## src/rtl/tlb_refill_ctrl.sv

```systemverilog
// rtl/tlb_refill_ctrl.sv - TLB refill walker: arbitration, PTE read, victim write, flush
module tlb_refill_ctrl #(
  parameter int          N_ENT   = 8,
  parameter int          VPN_W   = 20,
  parameter int          PFN_W   = 3,
  parameter logic [31:0] PT_BASE = 32'h0000_2000
) (
  input  logic                                 clk,
  input  logic                                 rst,
  input  logic                                 f_miss_req,
  input  logic [31:0]                          f_miss_va,
  input  logic                                 m_miss_req,
  input  logic [31:0]                          m_miss_va,
  input  logic                                 tlb_flush,
  output logic                                 mem_rd_req,
  output logic [31:0]                          mem_rd_addr,
  input  logic                                 mem_rd_ack,
  input  logic [31:0]                          mem_rd_data,
  output logic                                 f_miss_done,
  output logic                                 m_miss_done,
  output logic                                 miss_fault,
  output logic [N_ENT*(VPN_W+PFN_W+4)-1:0]     TLB
);

  localparam int E_W   = VPN_W + PFN_W + 4;
  localparam int IDX_W = $clog2(N_ENT);

  typedef enum logic [2:0] {
    S_IDLE, S_LOOKUP, S_RD_PTE, S_WRITE, S_DONE, S_FAULT
  } state_t;

  state_t             state_q, state_d;
  logic               gnt_m_q, gnt_m_d;   // 1: mem-stage owns the walk, 0: fetch
  logic [VPN_W-1:0]   vpn_q, vpn_d;
  logic [PFN_W+1:0]   pte_q, pte_d;       // {pfn, writable, cacheable}
  logic               kill_q, kill_d;     // flush landed while the PTE read was in flight
  logic [IDX_W-1:0]   rr_q, rr_d;
  logic [E_W-1:0]     tlb_q [N_ENT];
  logic [E_W-1:0]     tlb_d [N_ENT];

  logic               hit;
  logic               free_found;
  logic [IDX_W-1:0]   victim;

  // Only the PTE fields and the page number are meaningful; the rest is ignored.
  logic unused_bits;
  assign unused_bits = ^{mem_rd_data[31:12+PFN_W], mem_rd_data[11:3],
                         f_miss_va[31-VPN_W:0], m_miss_va[31-VPN_W:0]};

  // State, walk context and TLB array registers
  always_ff @(posedge clk or posedge rst) begin
    if (rst) begin
      state_q <= S_IDLE;
      gnt_m_q <= 1'b0;
      vpn_q   <= '0;
      pte_q   <= '0;
      kill_q  <= 1'b0;
      rr_q    <= '0;
      for (int i = 0; i < N_ENT; i++) tlb_q[i] <= '0;
    end else begin
      state_q <= state_d;
      gnt_m_q <= gnt_m_d;
      vpn_q   <= vpn_d;
      pte_q   <= pte_d;
      kill_q  <= kill_d;
      rr_q    <= rr_d;
      for (int i = 0; i < N_ENT; i++) tlb_q[i] <= tlb_d[i];
    end
  end

  // Hit detection on the latched VPN and victim choice (lowest invalid, else round-robin)
  always_comb begin
    hit        = 1'b0;
    free_found = 1'b0;
    victim     = rr_q;
    for (int i = N_ENT - 1; i >= 0; i--) begin
      if (!tlb_q[i][3]) begin
        free_found = 1'b1;
        victim     = IDX_W'(i);
      end
      if (tlb_q[i][3] && (tlb_q[i][E_W-1 -: VPN_W] == vpn_q)) hit = 1'b1;
    end
  end

  // Walk FSM: next state, array updates and outputs
  always_comb begin
    state_d     = state_q;
    gnt_m_d     = gnt_m_q;
    vpn_d       = vpn_q;
    pte_d       = pte_q;
    kill_d      = kill_q;
    rr_d        = rr_q;
    for (int i = 0; i < N_ENT; i++) tlb_d[i] = tlb_q[i];
    mem_rd_req  = 1'b0;
    mem_rd_addr = '0;
    f_miss_done = 1'b0;
    m_miss_done = 1'b0;
    miss_fault  = 1'b0;

    if (tlb_flush) begin
      for (int i = 0; i < N_ENT; i++) tlb_d[i][3] = 1'b0;
    end

    case (state_q)
      S_IDLE: begin
        kill_d = 1'b0;
        // Mem stage wins: it holds the older instruction.
        if (m_miss_req) begin
          gnt_m_d = 1'b1;
          vpn_d   = m_miss_va[31 -: VPN_W];
          state_d = S_LOOKUP;
        end else if (f_miss_req) begin
          gnt_m_d = 1'b0;
          vpn_d   = f_miss_va[31 -: VPN_W];
          state_d = S_LOOKUP;
        end
      end
      S_LOOKUP: begin
        // A flush this cycle invalidates whatever we would have hit on.
        state_d = (hit && !tlb_flush) ? S_DONE : S_RD_PTE;
      end
      S_RD_PTE: begin
        mem_rd_req  = 1'b1;
        mem_rd_addr = PT_BASE + 32'({vpn_q, 2'b00});
        if (tlb_flush) kill_d = 1'b1;
        if (mem_rd_ack) begin
          if (kill_q || tlb_flush) begin
            kill_d  = 1'b0;
            state_d = S_IDLE;
          end else if (mem_rd_data[0]) begin
            pte_d   = {mem_rd_data[12 +: PFN_W], mem_rd_data[1], mem_rd_data[2]};
            state_d = S_WRITE;
          end else begin
            state_d = S_FAULT;
          end
        end
      end
      S_WRITE: begin
        if (tlb_flush) begin
          state_d = S_IDLE;
        end else begin
          tlb_d[victim] = {vpn_q, pte_q[PFN_W+1:2], 1'b1, 1'b1, pte_q[1], pte_q[0]};
          if (!free_found) rr_d = rr_q + IDX_W'(1);
          state_d = S_DONE;
        end
      end
      S_DONE: begin
        m_miss_done = gnt_m_q;
        f_miss_done = !gnt_m_q;
        state_d     = S_IDLE;
      end
      S_FAULT: begin
        m_miss_done = gnt_m_q;
        f_miss_done = !gnt_m_q;
        miss_fault  = 1'b1;
        state_d     = S_IDLE;
      end
      default: state_d = S_IDLE;
    endcase
  end

  // Flatten the entry array onto the TLB bus
  always_comb begin
    TLB = '0;
    for (int i = 0; i < N_ENT; i++) TLB[i*E_W +: E_W] = tlb_q[i];
  end

endmodule

```

## config.mk

```make
export PLATFORM = sky130hd
export DESIGN_NAME = tlb_refill_ctrl
export DESIGN_NICKNAME = d
export VERILOG_FILES = /design/src/rtl/tlb_refill_ctrl.sv
export SDC_FILE = /design/constraint.sdc
export NUM_CORES = 1
export LEC_CHECK = 0
export CORE_MARGIN = 5
export CORE_UTILIZATION = 43
export CTS_CLUSTER_DIAMETER = 150
export DETAILED_ROUTE_END_ITERATION = 12
export HOLD_SLACK_MARGIN = 0.1
export PLACE_DENSITY = 0.77
export SETUP_SLACK_MARGIN = 0.5
export SLEW_MARGIN = 5
export SYNTH_ARGS = -nofsm -noshare
export SYNTH_HDL_FRONTEND = slang
export SYNTH_SLANG_ARGS = --single-unit
```

## constraint.sdc

```tcl
create_clock -name clk -period 7.25 [get_ports clk]
set_input_delay 0.725 -clock clk [delete_from_list [all_inputs] [get_ports clk]]
set_output_delay 0.725 -clock clk [all_outputs]
set_load 0.005 [all_outputs]
```

* After elaboration in Yosys (flattened, before gate mapping)
Cells that the tools add are included.
** Storage, ports and cells
- Register bits :: 249
- Latch bits :: 0
- RAM bits :: 0
- ROM bits :: 0
- Input bits :: 102
- Output and inout bits :: 252
- Memories kept :: 0
** Operators by class
- Add/sub/neg operators :: 2
- Multiply operators :: 0
- Div/mod/pow operators :: 0
- $lt $le $gt $ge :: 2
- Equal/unequal tests :: 15
- Shifts and indexed selects :: 0
- Multiplexer cells :: 58
- Bitwise operators :: 4
- Reductions and logical operators :: 22
** Operators with widths (count)
- $mux 193 :: 2
- $bwmux 216 :: 1
- $eq 20x20->1 :: 8
- $demux 27 s3 :: 1
- $mux 3 :: 15
- $mux 20 :: 2
- $mux 1 :: 33
- $mux 27 :: 1
- $add 14x22->23 const A :: 1
- $mux 23 :: 1
- $pmux 3 s4 :: 1
- $logic_and 1x1->1 :: 10
- $eq 3x2->1 const B :: 2
- $eq 3x3->1 const B :: 2
- $reduce_and 2->1 :: 3
- $ge 4x4->1 const B :: 1
- $lt 4x1->1 const B :: 1
- $not 3->4 :: 1
- $reduce_and 4->1 :: 1
- $reduce_bool 2->1 :: 2
- $add 3x1->3 const B :: 1
- $eq 3x1->1 const B :: 1
- $logic_not 3->1 :: 1
- $ne 3x3->1 const B :: 1
- 7 further kinds :: 10

* Depth between registers and ports, before layout
Gate-level depths: netlist (run 1).
- Depth in word-level cells :: 16
- Mapped depth :: 7
- Mapped depth without buffers :: 6

* Worst setup path after synthesis (run 1)
OpenSTA, ideal clock, no wires.
- Path kind :: input -> register
- From :: in tlb_flush
- To :: reg tlb_q (netlist bit TLB[126])
- Setup time :: 128 ps
- Data arrival time :: 2244 ps
- Data required time :: 7122 ps
- Slack :: 4878 ps
- Cell stages on the path :: 6
- Path buffers :: 1
- Cells stage by stage :: nor3_4 nand4_2 nor3b_2 a21boi_4 buf_6 mux2_1
** On the way
- Cells in the longest elaborated chain, start to end :: 2
** Ends and longest elaborated chain
- start: declaration :: line 14 : input logic tlb_flush,
- $not 1->1 (no source line)
- $reduce_and 2->1 (no source line)
- end: declaration :: line 38 : logic [E_W-1:0] tlb_q [N_ENT];
No other way between the ends.
A chain may end at the register's enable or synchronous reset.

* Final worst setup path (run 1)
- From :: reg state_q[2]
- To :: out mem_rd_addr[22]
** On the way
- Cells in the longest elaborated chain, start to end :: 2
** Ends and longest elaborated chain
- start: declaration :: line 32 : state_t state_q, state_d;
- start signal: assignment :: line 61 : state_q <= state_d;
- $eq 3x2->1 :: line 104 : case (state_q)
- $mux 23 :: line 104
- end: declaration :: line 16 : output logic [31:0] mem_rd_addr,
No other way between the ends.

==> impl_metrics.toml, run 1 <==
[run_status]
status = "completed"

[finish]
areaGrowthSynthToFinish_pct = 34.7
seqCellArea_mm2 = 0.00623
final_common_cell = "clkdlybuf4s50_1"
nNetsFinal = 1317
final_cell_mix = "291 x clkdlybuf4s50_1, 249 x dfrtp_1, 182 x mux2_2"
layout-drive-gt1-share = 0.216
stdcell_area_mm2 = 0.0161
fillers = 2282
multiInputGateArea_mm2 = 0.00531

[synth]
synth.area.mux_share = 0.211
synth_compound_area_frac = 0.0361
yosysWarnings = 0
synth_adder_area_share = 0.00209
yosysSeqAreaShare = 0.521
synth_enable_flop_cells = 0
synth_xor_area_frac = 0.122
synth-simple-area-share = 0.0701
ys_ff_latch = 249
syn-cell-area_mm2 = 0.0120
async_reset_ff_frac = 1.00
synth_top_family_by_area = "multiplexers"
syn_avg_cell_area_um2 = 12.6
syn_inst = 945
synth_cell_type_count = 47
synth_ff_type = "dfrtp_1"

[timing]
drv_slew = 0
grt_setup_unrepaired = "false"
fin_worst_skew_ns = 0.0193
finalHoldViolCount = 0
period_needed_ns = 4.20
hold_ws_ns = 0.463
min_period_over_period = 0.580
worstMarginPinSlew_ns = 1.20
fmax_mhz = 238
setup_violations = 0
slew_headroom = 0.199
finalSetupTns_ns = 0

[routing]
first_iter_violations = 565
wl_per_cell_um = 23.3
drtPass1Iterations = 5
remaining_drc_errors = 0
routed_via_density = 5.26
vias = 8491
drtAntennaViolNets = 0
top_layer = "met5"
wirelength_um = 37700
met3WireLength_um = 2860
met1_length_um = 15100
dr_wl_met2_um = 18800

[pwr]
powerDensity_mw_per_mm2 = 317
p_leak_nw = 7.43
power_mw = 5.11
ir_worst_vdd_v = 0.000202

[critical_path]
cp-end-kind = "output pin"
cp.arrival_ns = 3.48
required_ns = 6.52
critical_path.max_fanout = 16
worstSetupStartpointType = "flop"
crit_type = "reg -> out"

[die]
die_w_um = 177
die-area_mm2 = 0.0312
coreArea_mm2 = 0.0276
fp-row-count = 61
start_util = 0.433
ios = 354
dieHeight_um = 177

[clock_network]
cts_tree = "yes"
clk_latency_ns = 0.55
cts_setup_buffers = 0
path_clk_slew_ns = 0.06
numClockSinks = 249
h-tree-depth = 1
clock-root-buffer = "clkbuf_16"
cts_hold_buffers = 0
cts_inserted_buffers = 28
cts_resized = 0
clock_path_buffers = 3

[place]
hpwl_um = 26800
portBuffers = 292
placed_area_mm2 = 0.0151
gp_congestion = 0.839

[min_path]
min_path_type = "reg -> reg"

[global_route]
grt_max_degree = 82
antenna_found_initial = 2
grt_overflow = 0
first_global_vias = 8552
grt_usage = 0.235
grt_pass1_wl_um = 55300

[job]
maxCapViolations = 0
[flip-flops by register name, indices dropped and copies added (netlist names)]
register / cells
TLB: 216
gnt_m_q: 1
kill_q: 1
pte_q: 5
rr_q: 3
state_q: 3
vpn_q: 20
[through the flow]
stage,std cells,setup WS [ns],utilization
final,1614,3.05,0.583
after global routing,1613,2.83,0.583
after CTS,1613,2.99,0.583
after detailed placement,1561,3.37,0.547
after global placement,1561,3.41,0.547
after floorplan,955,3.25,-
[report_power, final]
group          switching (mW)  total, mW  internal [mW]
clock network           0.599       1.51          0.908
logic                   0.846       1.63          0.783
registers               0.389       1.97           1.58
total                    1.83       5.11           3.28
[cell usage after synthesis, types with 2 or more instances]
library cell / instances / share of area
ha_1: 2 / 0.0021
nor4_1: 35 / 0.018
xor2_1: 154 / 0.11
a21o_1: 4 / 0.0025
mux2_1: 24 / 0.023
nand3_1: 11 / 0.0046
nand3_2: 3 / 0.0025
a21boi_4: 2 / 0.0031
dfrtp_1: 249 / 0.52
nor3b_1: 2 / 0.0013
xnor2_1: 12 / 0.0088
buf_1: 2 / 0.00063
and3_1: 13 / 0.0068
inv_1: 13 / 0.0041
o311a_1: 2 / 0.0017
mux2_2: 182 / 0.17
or2_2: 4 / 0.0021
o22ai_1: 4 / 0.0021
buf_4: 15 / 0.0094
and4_1: 2 / 0.0015
nor2_1: 31 / 0.0097
a21oi_1: 28 / 0.012
nand4_1: 11 / 0.0058
nand2_1: 6 / 0.0019
clkbuf_1: 44 / 0.014
mux2i_1: 20 / 0.017
or3_1: 4 / 0.0021
buf_2: 18 / 0.0075
o21ai_0: 12 / 0.0050
nand2b_1: 8 / 0.0042
buf_6: 2 / 0.0019
nor3_1: 11 / 0.0046
[layer usage]
layer  up-vias  global-route usage
met1      4345               0.301
met5         -                   0
met3        48              0.0590
met4         2              0.0506
met2       296               0.405
li1       3800                   -
[critical path, stage by stage (launching register included)]
cell and delay (ns):
dfrtp_1 0.46, nor2_1 0.87, nand2_1 0.58, nor4_1 0.46, clkdlybuf4s50_1 0.56
[final cells by class]
type | instances | area share
Tap cell | 378 | 0.0294
Timing Repair Buffer | 309 | 0.189
Antenna cell | 1 | 0.000155
Clock inverter | 15 | 0.0126
Multi-Input combinational cell | 612 | 0.330
Clock buffer | 37 | 0.0487
Inverter | 13 | 0.00326
Sequential cell | 249 | 0.387
[cells by family (layout without fill, tap and decap cells)]
group | after synthesis | in the layout
AO/OA/AOI/OAI | 61 | 61
XOR/XNOR | 166 | 166
adder cells (fa/ha/maj) | 2 | 2
buffers and inverters | 94 | 374
flip-flops | 249 | 249
multiplexers | 226 | 226
other | 1 | 12
AND/OR/NAND/NOR | 146 | 146
[worst paths after layout]
path | startpoint | end | slack, ns | cells after the start
min reg2reg | TLB[56] | TLB[56] | 0.46 | 1
max in group asynchronous | rst | TLB[164] | 4.93 | 4
min | TLB[56] | TLB[56] | 0.46 | 1
max | state_q[2] | mem_rd_addr[22] | 3.05 | 4
max reg2reg | state_q[1] | TLB[154] | 3.88 | 6
min in group asynchronous | rst | TLB[118] | 0.68 | 3
(Power assumes the default switching activity.)
==> run 2, diff against run 1 <==
CORE_UTILIZATION = 48   (was 43)
PLACE_DENSITY = 0.81   (was 0.77)
clock period = 3.9 ns   (was 7.25 ns; I/O delays follow)
==> impl_metrics.toml, run 2 (same netlist as run 1, synthesis figures left out) <==
[pwr]
powerDensity_mw_per_mm2 = 584
ir_worst_vdd_v = 0.000457
p_leak_nw = 7.47
power_mw = 9.39

[timing]
finalHoldViolCount = 0
min_period_over_period = 0.826
worst_slack_ns = 0.679
hold_ws_ns = 0.294
worstMarginPinSlew_ns = 1.12
period_needed_ns = 3.22
finalSetupTns_ns = 0
slew_headroom = 0.253
grt_setup_unrepaired = "false"
fmax_mhz = 310
setup_violations = 0
fin_worst_skew_ns = 0.0222
drv_slew = 0

[clock_network]
cts_tree = "yes"
cts_inserted_buffers = 27
path_clk_slew_ns = 0.06
h-tree-depth = 1
clk_latency_ns = 0.54
numClockSinks = 249
cts_resized = 1
clock_path_buffers = 3
clock-root-buffer = "clkbuf_16"
cts_hold_buffers = 0
cts_setup_buffers = 0

[critical_path]
cp.arrival_ns = 2.83
cp-end-kind = "output pin"
crit_family = "flip-flops"
worstSetupStartpointType = "flop"
r2r_slack_ns = 0.97
worst_path_largest_cell_delay_ns = 0.94
path_cells = "nand4_1 > or3_1 > a21oi_1 > clkdlybuf4s50_1"
crit_type = "reg -> out"
required_ns = 3.51
critical_path.max_fanout = 16
crit_buf_inv = 1
crit_slowest_cell = "dfrtp_1"
r2r-start = "vpn_q[3]"
r2r_cells = 7
regToRegEndpoint = "state_q[1]"

[global_route]
antenna_found_initial = 2
grt_usage = 0.264
first_global_vias = 8895
grt_pass1_wl_um = 57200
grt_max_degree = 93
grt_overflow = 0

[finish]
areaGrowthSynthToFinish_pct = 34.7
stdcell_count = 1567
final_cell_mix = "291 x clkdlybuf4s50_1, 248 x dfrtp_1, 182 x mux2_2"
fin_util = 0.660
largest_reg_flops = 216
stdcell_area_mm2 = 0.0161
fillers = 1874
final_common_cell = "clkdlybuf4s50_1"
nNetsFinal = 1326
layout-drive-gt1-share = 0.222

[die]
dieHeight_um = 168
die-area_mm2 = 0.0282
die_w_um = 168
fp-row-count = 57
ios = 354
start_util = 0.490
coreArea_mm2 = 0.0244

[routing]
wirelength_um = 37800
drtAntennaViolNets = 0
routed_via_density = 5.43
wl_per_cell_um = 24.1
drtPass1Iterations = 5
remaining_drc_errors = 0
vias = 8506
first_iter_violations = 577

[place]
hpwl_um = 27000
gp_congestion = 0.898
place_inst = 1517
pre_cts_slack_ns = 0.820
placed_area_mm2 = 0.0152
portBuffers = 292

[min_path]
min_path_type = "in -> async"

[job]
maxCapViolations = 0

[run_status]
status = "completed"
==> run 2: area by class of cell <==
type | count | area (um2) | share of cell area
Timing Repair Buffer | 319 | 3170 | 0.197
Inverter | 13 | 52.6 | 0.00327
Multi-Input combinational cell | 612 | 5320 | 0.330
Tap cell | 324 | 405 | 0.0252
Sequential cell | 249 | 6230 | 0.387
Clock inverter | 16 | 183 | 0.0114
Antenna cell | 1 | 2.50 | 0.000156
Clock buffer | 33 | 728 | 0.0453
==> run 2: layer usage <==
layer | global-route usage | wire [um] | vias to the layer above
li1 | - | - | 3810
met1 | 0.337 | 15100 | 4321
met2 | 0.443 | 18500 | 320
met3 | 0.0720 | 2960 | 53
met4 | 0.0787 | 1200 | 2
met5 | 0 | 20 | -
==> run 2: worst max path at each step <==
stage | from | end | slack (ns) | cells past startpoint
after CTS | vpn_q[15] | mem_rd_addr[21] | 0.66 | 4
after global routing | vpn_q[11] | mem_rd_addr[19] | 0.57 | 5
final | vpn_q[16] | mem_rd_addr[21] | 0.68 | 4
after detailed placement | tlb_flush | TLB[174] | 0.82 | 7
after floorplan | rst | TLB[0] | 0.24 | 1
after global placement | tlb_flush | TLB[178] | 0.89 | 7
==> run 2: power breakdown <==
part | switching (mW) | total, mW | leakage, nW | internal (mW)
sequential | 0.937 | 3.88 | 3.34 | 2.94
clock | 1.06 | 2.65 | 0.458 | 1.59
combinational | 1.38 | 2.86 | 3.68 | 1.48
